File: src/rtl/proc_stage_ctrl.sv
// proc_stage_ctrl: run sequencer for the denoise -> threshold -> edge image pipeline.
//   Clears the stages, launches them strictly in order, muxes the shared SRAM port to
//   whichever stage is active, latches per-run polarity and guards each stage with a watchdog.
// Ports:
//   clk, reset (async, active-high); start/cfg_wb run request + polarity config;
//   busy/all_done/err/illegal_acc status; stg_rst/wb_flag/sN_en stage control;
//   sN_done/sN_rd/sN_wr/sN_addr/sN_wdata per-stage inputs; mem_* shared SRAM port.
module proc_stage_ctrl #(
  parameter int                ADDR_W   = 14,
  parameter int                DATA_W   = 8,
  parameter int                WDOG_W   = 20,
  parameter logic [WDOG_W-1:0] WDOG_MAX = 20'd200000
) (
  input  logic              clk,
  input  logic              reset,
  input  logic              start,
  input  logic              cfg_wb,
  output logic              busy,
  output logic              all_done,
  output logic              err,
  output logic              illegal_acc,
  output logic              stg_rst,
  output logic              wb_flag,
  output logic              s0_en,
  output logic              s1_en,
  output logic              s2_en,
  input  logic              s0_done,
  input  logic              s1_done,
  input  logic              s2_done,
  input  logic              s0_rd,
  input  logic              s0_wr,
  input  logic              s1_rd,
  input  logic              s1_wr,
  input  logic              s2_rd,
  input  logic              s2_wr,
  input  logic [ADDR_W-1:0] s0_addr,
  input  logic [ADDR_W-1:0] s1_addr,
  input  logic [ADDR_W-1:0] s2_addr,
  input  logic [DATA_W-1:0] s0_wdata,
  input  logic              s1_wdata,
  input  logic [DATA_W-1:0] s2_wdata,
  output logic              mem_rd,
  output logic              mem_wr,
  output logic [ADDR_W-1:0] mem_addr,
  output logic [DATA_W-1:0] mem_wdata
);

  typedef enum logic [2:0] {
    ST_IDLE,
    ST_CLR,
    ST_RUN0,
    ST_RUN1,
    ST_RUN2,
    ST_DONE,
    ST_ERR
  } state_t;

  // Last cycle a stage may run without done; entering ERR here means the counter never wraps.
  localparam logic [WDOG_W-1:0] WDOG_LIM = WDOG_MAX - 1'b1;

  state_t            r_state;
  state_t            w_state_nxt;
  logic [WDOG_W-1:0] r_wdog;
  logic              r_busy;
  logic              r_wb;
  logic              r_ill;

  logic              w_run;
  logic              w_start_acc;
  logic              w_act_done;
  logic              w_wdog_hit;
  logic              w_act_rd;
  logic              w_act_wr;
  logic              w_viol;
  logic [2:0]        w_en;
  logic [2:0]        w_req;

  assign w_run       = (r_state == ST_RUN0) || (r_state == ST_RUN1) || (r_state == ST_RUN2);
  // start is only honoured when no run is in flight.
  assign w_start_acc = start && ((r_state == ST_IDLE) || (r_state == ST_ERR));
  assign w_wdog_hit  = (r_wdog == WDOG_LIM);

  assign w_en  = {r_state == ST_RUN2, r_state == ST_RUN1, r_state == ST_RUN0};
  assign w_req = {s2_rd | s2_wr, s1_rd | s1_wr, s0_rd | s0_wr};

  // Next-state logic. Done is sampled as a level: the CLR pulse wipes stale done beforehand.
  always_comb begin
    w_state_nxt = r_state;
    w_act_done  = 1'b0;
    case (r_state)
      ST_RUN0: w_act_done = s0_done;
      ST_RUN1: w_act_done = s1_done;
      ST_RUN2: w_act_done = s2_done;
      default: w_act_done = 1'b0;
    endcase
    case (r_state)
      ST_IDLE: if (start) w_state_nxt = ST_CLR;
      ST_CLR:  w_state_nxt = ST_RUN0;
      // done is checked before the watchdog so a same-cycle done still advances.
      ST_RUN0: if (s0_done) w_state_nxt = ST_RUN1; else if (w_wdog_hit) w_state_nxt = ST_ERR;
      ST_RUN1: if (s1_done) w_state_nxt = ST_RUN2; else if (w_wdog_hit) w_state_nxt = ST_ERR;
      ST_RUN2: if (s2_done) w_state_nxt = ST_DONE; else if (w_wdog_hit) w_state_nxt = ST_ERR;
      ST_DONE: w_state_nxt = ST_IDLE;
      ST_ERR:  if (start) w_state_nxt = ST_CLR;
      default: w_state_nxt = ST_IDLE;
    endcase
  end

  always_ff @(posedge clk or posedge reset) begin
    if (reset) begin
      r_state <= ST_IDLE;
    end else begin
      r_state <= w_state_nxt;
    end
  end

  // Watchdog counts cycles spent in the current stage; zeroed on every stage change.
  always_ff @(posedge clk or posedge reset) begin
    if (reset) begin
      r_wdog <= '0;
    end else if (w_run && !w_act_done && !w_wdog_hit) begin
      r_wdog <= r_wdog + 1'b1;
    end else begin
      r_wdog <= '0;
    end
  end

  // busy tracks the state being entered, so it rises the cycle after start is accepted
  // and is already low in the first IDLE or ERR cycle.
  always_ff @(posedge clk or posedge reset) begin
    if (reset) begin
      r_busy <= 1'b0;
    end else begin
      r_busy <= (w_state_nxt != ST_IDLE) && (w_state_nxt != ST_ERR);
    end
  end

  always_ff @(posedge clk or posedge reset) begin
    if (reset) begin
      r_wb  <= 1'b0;
      r_ill <= 1'b0;
    end else if (w_start_acc) begin
      r_wb  <= cfg_wb;
      r_ill <= 1'b0;
    end else if (w_viol) begin
      r_ill <= 1'b1;
    end
  end

  // Shared SRAM mux, decoded from the registered state so it adds no latency.
  always_comb begin
    w_act_rd  = 1'b0;
    w_act_wr  = 1'b0;
    mem_addr  = '0;
    mem_wdata = '0;
    case (r_state)
      ST_RUN0: begin
        w_act_rd  = s0_rd;
        w_act_wr  = s0_wr;
        mem_addr  = s0_addr;
        mem_wdata = s0_wdata;
      end
      ST_RUN1: begin
        w_act_rd  = s1_rd;
        w_act_wr  = s1_wr;
        mem_addr  = s1_addr;
        // Threshold stage produces one bit per pixel; expand to full black/white.
        mem_wdata = {DATA_W{s1_wdata}};
      end
      ST_RUN2: begin
        w_act_rd  = s2_rd;
        w_act_wr  = s2_wr;
        mem_addr  = s2_addr;
        mem_wdata = s2_wdata;
      end
      default: begin
        w_act_rd  = 1'b0;
        w_act_wr  = 1'b0;
        mem_addr  = '0;
        mem_wdata = '0;
      end
    endcase
  end

  // A read colliding with a write from the active stage is dropped; the write proceeds.
  assign mem_wr = w_act_wr;
  assign mem_rd = w_act_rd && !w_act_wr;

  // Violations: an idle stage requesting the port, or rd+wr together from the active stage.
  assign w_viol = w_run && ((|(w_req & ~w_en)) || (w_act_rd && w_act_wr));

  assign busy        = r_busy;
  assign all_done    = (r_state == ST_DONE);
  assign err         = (r_state == ST_ERR);   // sticky: only start or reset leaves ERR
  assign illegal_acc = r_ill;
  assign stg_rst     = (r_state == ST_CLR);
  assign wb_flag     = r_wb;
  assign s0_en       = w_en[0];
  assign s1_en       = w_en[1];
  assign s2_en       = w_en[2];

endmodule

File: config.mk
export PLATFORM = sky130hd
export DESIGN_NAME = proc_stage_ctrl
export DESIGN_NICKNAME = d
export VERILOG_FILES = /design/src/rtl/proc_stage_ctrl.sv
export SDC_FILE = /design/constraint.sdc
export NUM_CORES = 1
export LEC_CHECK = 0
export ABC_AREA = 1
export ABC_CLOCK_PERIOD_IN_PS = 2690
export CORE_MARGIN = 4
export CORE_UTILIZATION = 43
export CTS_CLUSTER_SIZE = 25
export DETAILED_ROUTE_END_ITERATION = 8
export PLACE_DENSITY_LB_ADDON = 0.05
export SLEW_MARGIN = 20
export SYNTH_ARGS = -nofsm -noshare
export SYNTH_HDL_FRONTEND = slang
export SYNTH_SLANG_ARGS = --single-unit
export TNS_END_PERCENT = 100
File: constraint.sdc
create_clock -name clk -period 2.69 [get_ports clk]
set_clock_uncertainty 0.2 [all_clocks]
set_input_delay 0.538 -clock clk [delete_from_list [all_inputs] [get_ports clk]]
set_output_delay 0.538 -clock clk [all_outputs]
set_load 0.03 [all_outputs]
==> results of run 1 <==
[worst paths after layout]
check / cells after the start / to / startpoint
max: 4 / s1_en / r_state[1]
min: 1 / r_wdog[0] / r_wdog[0]
max reg2reg: 11 / r_wdog[10] / r_state[1]
min reg2reg: 1 / r_wdog[0] / r_wdog[0]
max in group asynchronous: 3 / r_wdog[15] / reset
min in group asynchronous: 3 / r_wdog[3] / reset
[layer usage]
metal	global-route usage [%]	wire [um]	part of all wire, %	vias to the layer above
li1	-	-	-	1194
met1	27.0	2780	43	1029
met2	37.3	3180	50	80
met3	2.93	352	5.5	8
met4	5.80	101	1.6	0
met5	0	0	0	-
[cell type report]
cell class,instances,share of cell area [%]
Sequential cell,26,20.2
Clock inverter,1,0.934
Clock buffer,3,1.28
Inverter,29,3.54
Tap cell,52,2.02
Multi-Input combinational cell,247,38.5
Timing Repair Buffer,113,33.5
[what timing repair did]
| item | in CTS | in global routing |
|---|---|---|
| setup endpoints to repair | 16 | 0 |
| hold buffers | 0 | 0 |
| gates resized for setup | 15 | 0 |
| setup buffers | 2 | 0 |
[synthesized netlist by cell type, types with 4 or more instances]
| master | instances |
|---|---|
| dfrtp_1 | 26 |
| inv_1 | 24 |
| a21oi_1 | 6 |
| nor3_1 | 8 |
| nand2_1 | 117 |
| xor2_1 | 5 |
| nand2_4 | 4 |
| nor2_2 | 5 |
| nand3_1 | 32 |
| nand4_1 | 4 |
| nor2_4 | 10 |
| o21ai_0 | 5 |
| nor2_1 | 32 |
[kinds of logic (layout without fill, tap and decap cells)]
group	after synthesis	count (layout)
multiplexers	1	1
AND/OR/NAND/NOR	221	221
flip-flops	26	26
XOR/XNOR	8	8
AO/OA/AOI/OAI	16	16
buffers and inverters	35	146
adder cells (fa/ha/maj)	1	1
[power groups by stage]
stage          Sequential, W  Combinational [W]  Clock [W]
3_3_place_gp        0.000493            0.00184          0
6_report            0.000489            0.00180   0.000319
4_1_cts             0.000488            0.00181   0.000327
5_1_grt             0.000496            0.00193   0.000345
2_1_floorplan       0.000541            0.00112          0
3_5_place_dp        0.000496            0.00186          0
[flip-flops by register name, summed over array words and instances, names as in the netlist]
| signal | flops |
|---|---|
| busy | 1 |
| illegal_acc | 1 |
| r_state | 3 |
| r_wdog | 20 |
| wb_flag | 1 |
[critical path, delay by kind of cell, from the launching register on]
family	cells	cell delay, ns
and+or+nand+nor	2	0.27
buffers and inverters	2	0.86
DFF	1	0.46
[stage by stage]
stage / hold slack (ns) / setup WS (ns) / power [W] / area [um^2] / utilization (%)
2_1_floorplan: 0.241 / 0.264 / 0.00166 / 2040 / -
6_report: 0.285 / 0.0885 / 0.00260 / 3210 / 71.8
3_5_place_dp: 0.268 / 0.109 / 0.00236 / 3150 / 70.3
5_1_grt: 0.315 / 0.00471 / 0.00277 / 3210 / 71.8
4_1_cts: 0.283 / 0.0793 / 0.00263 / 3210 / 71.8
3_3_place_gp: 0.265 / 0.112 / 0.00234 / 3150 / 70.3
==> results.json, run 1 <==
{
  "outcome": "completed",
  "synthArstFlopShare_pct": 100,
  "setup_tns_ns": 0,
  "cts_tree": "done",
  "layout_common_cells": "nand2_1, clkdlybuf4s50_1, nor2_1, nand3_1, dfrtp_1",
  "r2r_slack_ns": 0.67,
  "grt_max_degree": 29,
  "synth-edff-count": 0,
  "crit_arrival_ns": 1.86,
  "combPwrFrac_pct": 69.0,
  "viasPerCell": 4.91,
  "ant_nets": 0,
  "worstSetupStartpointType": "flip-flop",
  "cap_violations": 0,
  "netlist_area_mm2": 0.00204,
  "yosysTopAreaCell": "dfrtp_1",
  "multi_input_area_mm2": 0.00124,
  "die-area_mm2": 0.00591,
  "remaining_drc_errors": 0,
  "grt_pass1_wl_um": 10300,
  "wl_per_cell_um": 13.6,
  "setup_viol": 0,
  "fp.dieH_um": 76.9,
  "final_layout_size_suffix_gt1_share_pct": 12.6,
  "cp_max_fo": 9,
  "p_int_w": 0.00131,
  "dr.pass1.iters": 4,
  "path_class": "reg -> out",
  "coreArea_mm2": 0.00447,
  "root_buffer": "clkbuf_8",
  "nets": 493,
  "powerDensity_mw_per_mm2": 810,
  "fmax_mhz": 384,
  "die_w_um": 76.9,
  "clockBufferDepth": 2,
  "end_kind": "output pin",
  "ys_types": 34,
  "syn_to_final_growth_pct": 57.5,
  "gp_congestion": 0.883,
  "cts_made_buffers": 3,
  "muxShareOfSynthArea_pct": 0.552,
  "yosys-top-cells-area": "dfrtp_1, nand2_1, nand3_1",
  "yosysSeqAreaShare_pct": 31.9,
  "track_usage_pct": 21.2,
  "cp_slowest_stage_delay_ns": 0.68,
  "path_cells": "nand2_4 -> nor2_4 -> buf_4 -> clkdlybuf4s50_1",
  "period_share_pct": 96.7,
  "grt_setup_unrepaired": "no",
  "synth_fa_ha_area_share_pct": 0.613,
  "synth.avg_cell_area_um2": 6.63,
  "min_path_type": "reg -> reg",
  "portBuffers": 104,
  "register_area_um2": 651,
  "antenna_found_initial": 0,
  "syn-num-nets": 381,
  "synthXorXnorAreaFrac_pct": 3.43,
  "n_antenna_cell": 0,
  "via_count": 2311,
  "placed_cells": 465,
  "final_common_cell": "nand2_1",
  "grt_pass1_vias": 2072,
  "clock_power_share_pct": 12.2,
  "cp.required_ns": 1.95,
  "period_minus_slack_ns": 2.60,
  "nFillCells": 399,
  "p_sw_share_pct": 49.8,
  "drtIter0Drc": 79,
  "seqPwrFrac_pct": 18.8,
  "hold_violations": 0,
  "yosys_warnings": 0,
  "worstSkewPairLatency_ns": 0.27,
  "crit_path_top_delay_cell": "clkdlybuf4s50_1",
  "synth-seq-cells": 26,
  "final_cells": 471,
  "ir_worst_vdd_mv": 0.540,
  "core.rowCount": 24,
  "dpl.hpwl_um": 5270,
  "leakagePower_nw": 1.49,
  "maxSlewHeadroom_pct": 76.6,
  "synth-main-ff-cell": "dfrtp_1",
  "overflow": 0,
  "worst_slew_pin_slew_ns": 0.350,
  "clk_pin_slew_ns": 0.09,
  "initial_utilization_pct": 45.6,
  "io-pin-count": 105,
  "clock_sinks": 26,
  "synth-simple-area-share_pct": 51.6,
  "ctsHtreeMaxLevel": 1,
  "syn_inst": 308,
  "slew_viol_final": 0,
  "yosys.area.top_type_share_pct": 31.9,
  "synth_top_family_by_area": "simple AND/OR/NAND/NOR gates",
  "wl_um": 6410,
  "synth_compound_area_share_pct": 4.41,
  "p_switching_w": 0.00130
}
Note: power is estimated with default switching activity, not from simulation.
==> run 2, diff against run 1 <==
PLACE_DENSITY = 0.85   (was unset)
PLACE_DENSITY_LB_ADDON = unset   (was 0.05)
==> results.json, run 2 (synthesis results as in run 1) <==
{
  "outcome": "completed",
  "overflow": 0,
  "leakagePower_nw": 1.52,
  "final_cells": 470,
  "cap_violations": 0,
  "cp.required_ns": 1.95,
  "maxSlewHeadroom_pct": 76.6,
  "worstSkewPairLatency_ns": 0.27,
  "hold_slack_ns": 0.270,
  "gp_congestion": 0.822,
  "clk_pin_slew_ns": 0.08,
  "io-pin-count": 105,
  "finalInstanceArea_mm2": 0.00321,
  "period_minus_slack_ns": 2.58,
  "syn_to_final_growth_pct": 57.1,
  "coreArea_mm2": 0.00447,
  "remaining_drc_errors": 0,
  "register_area_um2": 651,
  "clock_sinks": 26,
  "largestRegisters": "r_wdog (20), r_state (3)",
  "cts_hold_buf": 0,
  "worstSetupStartpointType": "flip-flop",
  "ctsHtreeMaxLevel": 1,
  "viasPerCell": 5.00,
  "wl_um": 6560,
  "largest_reg_flops": 20,
  "min_path_type": "reg -> reg",
  "cts_tree": "done",
  "cts_made_buffers": 3,
  "dpl.hpwl_um": 5260,
  "die-area_mm2": 0.00591,
  "layout_common_cells": "nand2_1, clkdlybuf4s50_1, nor2_1, nand3_1, dfrtp_1",
  "fp.dieH_um": 76.9,
  "via_count": 2349,
  "wl_per_cell_um": 14.0,
  "initial_utilization_pct": 45.6,
  "die_w_um": 76.9,
  "root_buffer": "clkbuf_8",
  "grt_pass1_wl_um": 10700,
  "end_kind": "output pin",
  "slew_viol_final": 0,
  "core.rowCount": 24,
  "nets": 492,
  "track_usage_pct": 21.9,
  "cp_max_fo": 26,
  "setup_viol": 0,
  "ir_worst_vdd_mv": 0.668,
  "worst_slew_pin_slew_ns": 0.351,
  "antenna_found_initial": 0,
  "grt_setup_unrepaired": "no",
  "grt_pass1_vias": 2214,
  "crit_arrival_ns": 1.84,
  "clockBufferDepth": 2,
  "multi_input_area_mm2": 0.00124,
  "n_antenna_cell": 0,
  "placed_cells": 464,
  "dr.pass1.iters": 4,
  "drtIter0Drc": 63,
  "fmax_mhz": 388,
  "powerDensity_mw_per_mm2": 796,
  "path_class": "reg -> out",
  "final_common_cell": "nand2_1",
  "regMostFlops": "r_wdog",
  "nFillCells": 366,
  "setup_tns_ns": 0,
  "final_layout_size_suffix_gt1_share_pct": 13.4,
  "post_dp_cell_area_mm2": 0.00313,
  "portBuffers": 104,
  "grt_max_degree": 28,
  "ant_nets": 0,
  "hold_violations": 0,
  "period_share_pct": 95.8
}
## run 2: changes by cell type in the layout (fill, tap and decap cells not counted)
cell | before | now
buf_12 | 1 | 2
buf_4 | 18 | 20
clkbuf_8 | 3 | 4
dlygate4sd2_1 | 15 | 10
dlymetal6s2s_1 | 0 | 3
clkdlybuf4s50_1 | 79 | 77
bufinv_16 | 1 | 0
## run 2: stage by stage
| step | power (W) | util [%] | setup WS, ns |
|---|---|---|---|
| after floorplan | 0.00166 | - | 0.264 |
| final | 0.00255 | 71.7 | 0.113 |
| after detailed placement | 0.00233 | 69.9 | 0.118 |
| after global placement | 0.00232 | 69.9 | 0.115 |
| after global routing | 0.00272 | 71.7 | 0.0567 |
| after CTS | 0.00258 | 71.5 | 0.0185 |
## run 2: area by class of cell
type,count,area share (%)
Clock buffer,4,1.72
Inverter,29,3.55
Multi-Input combinational cell,247,38.5
Sequential cell,26,20.3
Tap cell,52,2.03
Timing Repair Buffer,112,33.9
## run 2: timing repair
item | in CTS | in global routing
endpoints found under the hold margin | 0 | 0
resized for setup | 10 | 3
setup endpoints to repair | 11 | 3
pin swaps | 1 | 0
buffers inserted | 2 | 0
## run 2: routing by layer
| metal | vias to the layer above | part of all wire [%] | track usage (%) |
|---|---|---|---|
| met5 | - | 0 | 0 |
| met2 | 77 | 50 | 38.9 |
| met4 | 0 | 1.7 | 5.80 |
| li1 | 1196 | - | - |
| met3 | 8 | 5.8 | 3.75 |
| met1 | 1068 | 43 | 27.3 |
## run 2: power by group
group          internal [W]  leakage (nW)  switching [W]
logic              0.000673          1.14        0.00115
clock network      0.000131        0.0288       0.000116
registers          0.000443         0.348      0.0000419
## run 2: critical path, cell delays in order, from the launching register on
cell	delay, ns
dfrtp_1	0.42
buf_4	0.17
nor2_4	0.12
buf_12	0.18
clkdlybuf4s50_1	0.69
## run 2: path summary, 6_finish.rpt
check	end	startpoint	cells past startpoint	slack (ns)
worst max-delay path	s0_en	r_state[0]	4	0.11
worst min-delay path	r_wdog[0]	r_wdog[0]	1	0.27
worst max register to register	r_wdog[10]	r_state[1]	11	0.63
worst min register to register	r_wdog[0]	r_wdog[0]	1	0.27
max in group asynchronous	r_wdog[10]	reset	3	1.62
min in group asynchronous	r_wdog[5]	reset	3	0.43
==> run 3, diff against run 2 <==
ABC_AREA = unset   (was 1)
CORE_UTILIZATION = 42   (was 43)
==> results.json, run 3 <==
{
  "drtIter0Drc": 83,
  "initial_utilization_pct": 43.6,
  "synth-edff-count": 0,
  "yosysSeqAreaShare_pct": 34.0,
  "io-pin-count": 105,
  "cp_max_fo": 5,
  "top_layer": "met4",
  "final_cells": 395,
  "layout_common_cells": "clkdlybuf4s50_1, buf_4, nand2_1, nor2_1, dfrtp_1",
  "worst_slew_pin_slew_ns": 0.439,
  "fmax_mhz": 389,
  "grt_pass1_vias": 1975,
  "r2r_start": "r_wdog[0]",
  "met3_length_um": 668,
  "worstSetupStartpointType": "flip-flop",
  "wl_met2_um": 3130,
  "critPathBufInv": 1,
  "fp.dieH_um": 75.5,
  "yosys-top-cells-area": "dfrtp_1, mux2i_1, nand2_1",
  "synthArstFlopShare_pct": 100,
  "via_count": 2101,
  "worstSetupStartpoint": "r_state[1]",
  "gp_congestion": 0.808,
  "crit_arrival_ns": 1.83,
  "slew_viol_final": 0,
  "viasPerCell": 5.32,
  "leakagePower_nw": 1.25,
  "period_share_pct": 95.5,
  "yosysTopAreaCell": "dfrtp_1",
  "crit_path_top_delay_cell": "clkdlybuf4s50_1",
  "grt_max_degree": 27,
  "ys_types": 48,
  "coreArea_mm2": 0.00438,
  "yosys-top-cells-count": "nand2_1, nor2_1, dfrtp_1",
  "nets": 417,
  "setup_tns_ns": 0,
  "final_util_pct": 68.5,
  "setup_ws_ns": 0.121,
  "cts_made_buffers": 3,
  "core.rowCount": 24,
  "portBuffers": 104,
  "min_path_type": "reg -> reg",
  "regMostFlops": "r_wdog",
  "synth-seq-cells": 26,
  "cp_top_family": "buffers and inverters",
  "antenna_found_initial": 0,
  "clock_sinks": 26,
  "cp.required_ns": 1.95,
  "end_kind": "output pin",
  "path_cells": "or2b_4 -> nor2_1 -> clkdlybuf4s50_1",
  "cp_slowest_stage_delay_ns": 0.70,
  "syn_to_final_growth_pct": 57.1,
  "post_cts_buffers": 0,
  "powerDensity_mw_per_mm2": 904,
  "n_antenna_cell": 0,
  "nFillCells": 359,
  "cts_tree": "done",
  "overflow": 0,
  "synth-main-ff-cell": "dfrtp_1",
  "placed_cells": 391,
  "synth.avg_cell_area_um2": 8.03,
  "yosysMostFrequentCell": "nand2_1",
  "largestRegisters": "r_wdog (20), r_state (3)",
  "cap_violations": 0,
  "yosys_warnings": 0,
  "yosys.area.top_type_share_pct": 34.0,
  "worstHoldStart": "r_wdog[0]",
  "clk_pin_slew_ns": 0.09,
  "post-place-ws_ns": 0.187,
  "track_usage_pct": 21.9,
  "outcome": "completed",
  "clockBufferDepth": 2,
  "die_w_um": 75.5,
  "period_minus_slack_ns": 2.57,
  "final_layout_size_suffix_gt1_share_pct": 16.0,
  "grt_pass1_wl_um": 9620,
  "remaining_drc_errors": 0,
  "ctsHtreeMaxLevel": 1,
  "syn-num-nets": 311,
  "maxSlewHeadroom_pct": 70.3,
  "largest_reg_flops": 20,
  "dpl.hpwl_um": 5130,
  "root_buffer": "clkbuf_8",
  "netlist_area_mm2": 0.00191,
  "worstSkewPairLatency_ns": 0.27,
  "ant_nets": 0,
  "path_class": "reg -> out",
  "ir_worst_vdd_mv": 0.428,
  "die-area_mm2": 0.00570,
  "dr.pass1.iters": 4,
  "wl_um": 6380,
  "grt_setup_unrepaired": "no",
  "hold_violations": 0,
  "final_common_cell": "clkdlybuf4s50_1",
  "wl_per_cell_um": 16.2,
  "setup_viol": 0,
  "m1WireLength_um": 2470,
  "syn_inst": 238,
  "hold_slack_ns": 0.289
}
## run 3: repair_timing
action	CTS	global route
gates resized for setup	0	3
setup endpoints to repair	0	5
hold buffers	0	0
## run 3: worst paths after layout
| path | to | slack, ns | depth (start not counted) |
|---|---|---|---|
| min in group asynchronous | busy | 0.42 | 3 |
| max | s0_en | 0.12 | 3 |
| min reg2reg | r_wdog[0] | 0.29 | 1 |
| min | r_wdog[0] | 0.29 | 1 |
| max reg2reg | busy | 0.64 | 6 |
| max in group asynchronous | r_state[0] | 1.60 | 3 |
## run 3: per-stage QoR
| step | instance area (um^2) | total power (W) |
|---|---|---|
| 2_1_floorplan | 1910 | 0.00178 |
| 3_3_place_gp | 2950 | 0.00246 |
| 3_5_place_dp | 2950 | 0.00248 |
| 4_1_cts | 3000 | 0.00273 |
| 5_1_grt | 3000 | 0.00290 |
| 6_report | 3000 | 0.00271 |
## run 3: area by class of cell
cell class | instances | area (um^2) | area share, %
inverter | 9 | 36.3 | 1.21
timing repair buffer | 113 | 1040 | 34.6
clock buffer | 4 | 55.1 | 1.83
tap | 52 | 65.1 | 2.17
multi-input combinational | 191 | 1160 | 38.5
sequential | 26 | 652 | 21.7
## run 3: report_power, final
part | total (W) | internal [W] | switching [W]
combinational | 0.00196 | 0.000785 | 0.00118
sequential | 0.000507 | 0.000449 | 0.0000584
clock | 0.000245 | 0.000131 | 0.000114
total | 0.00271 | 0.00136 | 0.00135
## run 3: cells by family (layout without fill, tap and decap cells)
family                     after synthesis  after routing  share of synthesized area [%]
AOI/OAI and AO/OA                       43             43                           13.0
xor gates and xnor gates                18             18                           8.25
adders and majority gates                1              1                          0.654
buffers and inverters                   21            126                           5.43
DFF                                     26             26                           34.0
muxes                                   19             19                           10.1
and+or+nand+nor                        110            110                           28.5
## run 3: worst reg2reg max path: cells and delay by family, from the launching register on
kind	cells	cell delay, ns
adder cells (fa/ha/maj)	1	0.20
flip-flops	1	0.39
AND/OR/NAND/NOR	5	1.13
## run 3: layer usage
metal	GRT usage [%]	up-vias
li1	-	1037
met2	38.2	79
met5	0	-
met3	5.41	10
met4	6.80	0
met1	26.5	975
==> RTL change 1, RTL diff (flow settings as in run 1) <==
Add an input register stage for `s0_wdata`, without a reset; this delays it by one clock. The other inputs are not delayed to match.
--- a/src/rtl/proc_stage_ctrl.sv
+++ b/src/rtl/proc_stage_ctrl.sv
@@ -60,2 +60,8 @@
 
+  logic [DATA_W-1:0] s0_wdata_q;
+
+  always_ff @(posedge clk) begin
+    s0_wdata_q <= s0_wdata;
+  end
+
   state_t            r_state;
@@ -160,3 +166,3 @@
         mem_addr  = s0_addr;
-        mem_wdata = s0_wdata;
+        mem_wdata = s0_wdata_q;
       end
Function: changed (a bounded check fails within 4 cycles, from zero or initial values and one cycle with reset high).
==> RTL change 1 against run 1 <==
  * Sequential cell count increased by 8
  * Power increased by 14%
  * Hold slack improved by 0.0076 ns
  * Register-to-register slack improved by 0.04 ns
  * Global-route usage decreased by 0.051 points
  * Non-clock buffer count decreased by 3
  * Wire length increased by 2.3%
  * Area after synthesis increased by 6.0%
  * Maximum frequency increased by 3.2%
  * Cell area increased by 4.3%
  * Worst setup slack improved by 0.080 ns
  * Critical path type unchanged
  * Critical endpoint is now mem_rd
  * Largest cell class unchanged
  * Highest routed layer unchanged
==> RTL change 1: results (changes against run 1) <==
Setup path
  • CP max stage delay: 0.43 ns (-0.25 ns)
  • CP arrival: 1.78 ns (-0.08 ns)
  • Maximum fanout along the worst path: 18 (+9)
  • CP Capture Point: mem_rd
  • Reg2reg end: r_wdog[14]$_DFF_PP0_
  • Reg-to-Reg Start: r_state[2]$_DFF_PP0_

Drt
  • Met3 WL: 395 µm (+12%)
  • WL final: 6.559 mm (+2.3%)
  • Via total after detailed routing: 2376 (+2.8%)
  • Detail Route met2 WL: 3.232 mm (+1.8%)

Synthesis
  • Compound-Gate Fraction of Synth Area: 4.396% (-0.019 points)
  • Multiplexer share of the synthesized area: 0.5205% (-0.031 points)
  • Arithmetic-cell share of the synthesized area counting full adders, half adders and majority gates: 0.5784% (-0.035 points)
  • Ys async rst share: 76.47% (-24 points)

GRT
  • Largest net degree at the start of global routing: 27 (-6.9%)
  • GRT Util Overall: 21.15% (-0.051 points)
  • GR Util met2: 34.55% (-2.7 points)
  • Vias in the first global route: 2220 (+7.1%)
  • GRT met3 Usage: 4.535% (+1.6 points)
  • GR Util met1: 27.69% (+0.65 points)

STA
  • Slew headroom: 76.90% (+0.28 points)

Final layout
  • Share of layout cells above drive strength 1: 15.37% (+2.7 points)
  • Top Registers: r_wdog: 20 flops, s0_wdata_q: 8 flops, r_state: 3 flops
  • Fill count: 422 (+5.8%)

Pwr
  • Clk pwr share: 14.8% (+2.6 points)
  • Leakage: 1.566 nW (+5.0%)
  • Logic gate share of total power: 63.8% (-5.2 points)

Clocking
  • H-Tree Depth: 2 (+1)
  • Insertion delay to the later sink of the worst-skew pair: 0.29 ns (+0.02 ns)

Placed design
  • Place WS: 0.3532 ns (+0.2445 ns)

Run status
  • Status: complete, no violations
## RTL change 1: cell count changes in the layout (fill, tap and decap cells not counted), sizes merged, moves of 3 or more
cell and change:
nand2 -13, clkbuf +5, dlygate4sd2 -15, buf +13, nand4 +3, nand3 +4, nor2 -4, dfxtp +8
## RTL change 1: metrics by stage
stage | instance area [µm²] | power, mW | utilization (%) | instances
global placement | 3231 | 2.532 | 67.50 | 482
CTS | 3342 | 3.005 | 69.83 | 490
detailed placement | 3231 | 2.551 | 67.50 | 482
floorplan | 2163 | 1.859 | - | 313
global route | 3353 | 3.194 | 70.07 | 490
finish | 3353 | 2.980 | 70.07 | 490
## RTL change 1: area by class of cell
cell class	instances	area, µm²	share of cell area (%)
multi-input cells	243	1200	35.78
well taps	67	83.83	2.500
inverters	28	107.6	3.209
flip-flops and latches	34	810.8	24.18
repair buffers	110	1040	31.01
clock buffers	8	111.4	3.321
==> RTL change 2, RTL diff (settings of run 1) <==
Made on the original files. Change the parameter `WDOG_W` from 20 to 40.
--- a/src/rtl/proc_stage_ctrl.sv
+++ b/src/rtl/proc_stage_ctrl.sv
@@ -10,3 +10,3 @@
   parameter int                DATA_W   = 8,
-  parameter int                WDOG_W   = 20,
+  parameter int                WDOG_W   = 40,
   parameter logic [WDOG_W-1:0] WDOG_MAX = 20'd200000
Function: same outputs for any inputs over 10 cycles, from zero or initial values and one cycle with reset high; that may be too few to reach the edited logic, so the function may still have changed.
==> RTL change 2 against run 1 <==
  * Power grew 20%
  * Cell area is 45% higher
  * Sequential share of layout area is 4.4 points higher
  * Wire length rose by 65%
  * Worst setup slack gained 0.023 ns
  * Area after synthesis up 64%
  * Sequential cell count increased by 20
  * Maximum frequency rose by 0.87%
  * Synthesized cell count up 66%
  * Highest routed layer unchanged
==> RTL change 2: results (changes against run 1) <==
Setup path
  • Reg2reg setup slack: 0.44 ns (-0.23 ns)
  • Maximum fanout along the worst path: 18 (+9)
  • CP Capture Point: mem_wr
  • Reg-to-Reg Start: r_wdog[0]$_DFF_PP0_
  • Slowest CP cell: dlygate4sd2_1
  • CP max stage delay: 0.42 ns (-0.26 ns)
  • CP arrival: 1.84 ns (-0.02 ns)
  • Reg2reg end: r_wdog[12]$_DFF_PP0_

Final layout
  • Area of the multi-input gates: 1967 µm² (+59%)
  • Share of layout cells above drive strength 1: 12.14% (-0.51 points)

Synthesis
  • Arithmetic-cell share of the synthesized area counting full adders, half adders and majority gates: 0.3737% (-0.24 points)
  • Seq/Total Area, Yosys: 34.38% (+2.5 points)
  • Post-Synth XOR/XNOR Area: 6.801% (+3.4 points)
  • Cells after synthesis: 510 (+66%)
  • Compound-Gate Fraction of Synth Area: 3.999% (-0.42 points)
  • Syn_nets: 583 (+53%)
  • Multiplexer share of the synthesized area: 0.3363% (-0.22 points)
  • Synth top area cells: dfrtp_1 (34%), nand2_1 (18%), nor2_1 (11%)
  • Top cells by count, synth: nand2_1 (160), nor2_1 (96), dfrtp_1 (46)

Min path
  • WHS Endpoint: r_wdog[16]$_DFF_PP0_
  • Min-delay src: r_wdog[16]$_DFF_PP0_

Placed design
  • Placed instance count: 714 (+54%)
  • Cell Area, Placed: 4544 µm² (+44%)

STA
  • Hold slack: 0.3026 ns (+0.01743 ns)
  • Worst-Margin Slew: 0.7224 ns (+0.3720 ns)

GRT
  • GR Util met2: 37.15% (-0.13 points)
  • GRT met3 Usage: 4.691% (+1.8 points)
  • GRT Util Overall: 22.72% (+1.5 points)
  • Largest net degree at the start of global routing: 35 (+21%)

Pwr
  • Worst vdd ir: 470.5 µV (-13%)
  • Logic gate share of total power: 57.4% (-12 points)
  • Leakage: 2.007 nW (+35%)
  • Clk pwr share: 17.2% (+5.0 points)

Drt
  • DR iter-0 viols: 228 (+190%)
  • Detail Route met2 WL: 5.007 mm (+58%)
  • Met1 wire length: 4.512 mm (+62%)
  • Vias/cell: 5.003 (+2.0%)
  • WL/cell: 14.59 µm (+7.2%)
  • Met3 WL: 801 µm (+130%)

Run status
  • Status: complete, no violations

Clocking
  • CTS buffer count: 5 (+2)
  • H-Tree Depth: 2 (+1)
  • Setup bufs post-CTS: 0 (-2)
  • Insertion delay to the later sink of the worst-skew pair: 0.31 ns (+0.04 ns)
## RTL change 2: cell count changes in the layout (fill, tap and decap cells not counted), moves of 4 or more
cell / before / now
buf_12: 1 / 5
clkbuf_2: 0 / 6
dfrtp_1: 26 / 46
dlygate4sd2_1: 15 / 7
inv_1: 24 / 39
nand2_1: 117 / 160
nand3_1: 32 / 44
nand4_1: 4 / 8
nor2_1: 32 / 96
nor2_2: 5 / 11
nor2_4: 10 / 4
nor3_1: 8 / 20
o21ai_0: 5 / 9
xor2_1: 5 / 22
## RTL change 2: layout make-up
| cell class | instances | share of cell area, % |
|---|---|---|
| Sequential cell | 46 | 24.68 |
| Inverter | 48 | 3.970 |
| Multi-Input combinational cell | 408 | 42.17 |
| Clock buffer | 5 | 1.475 |
| Clock inverter | 3 | 1.046 |
| Timing Repair Buffer | 116 | 24.01 |
| Tap cell | 99 | 2.656 |
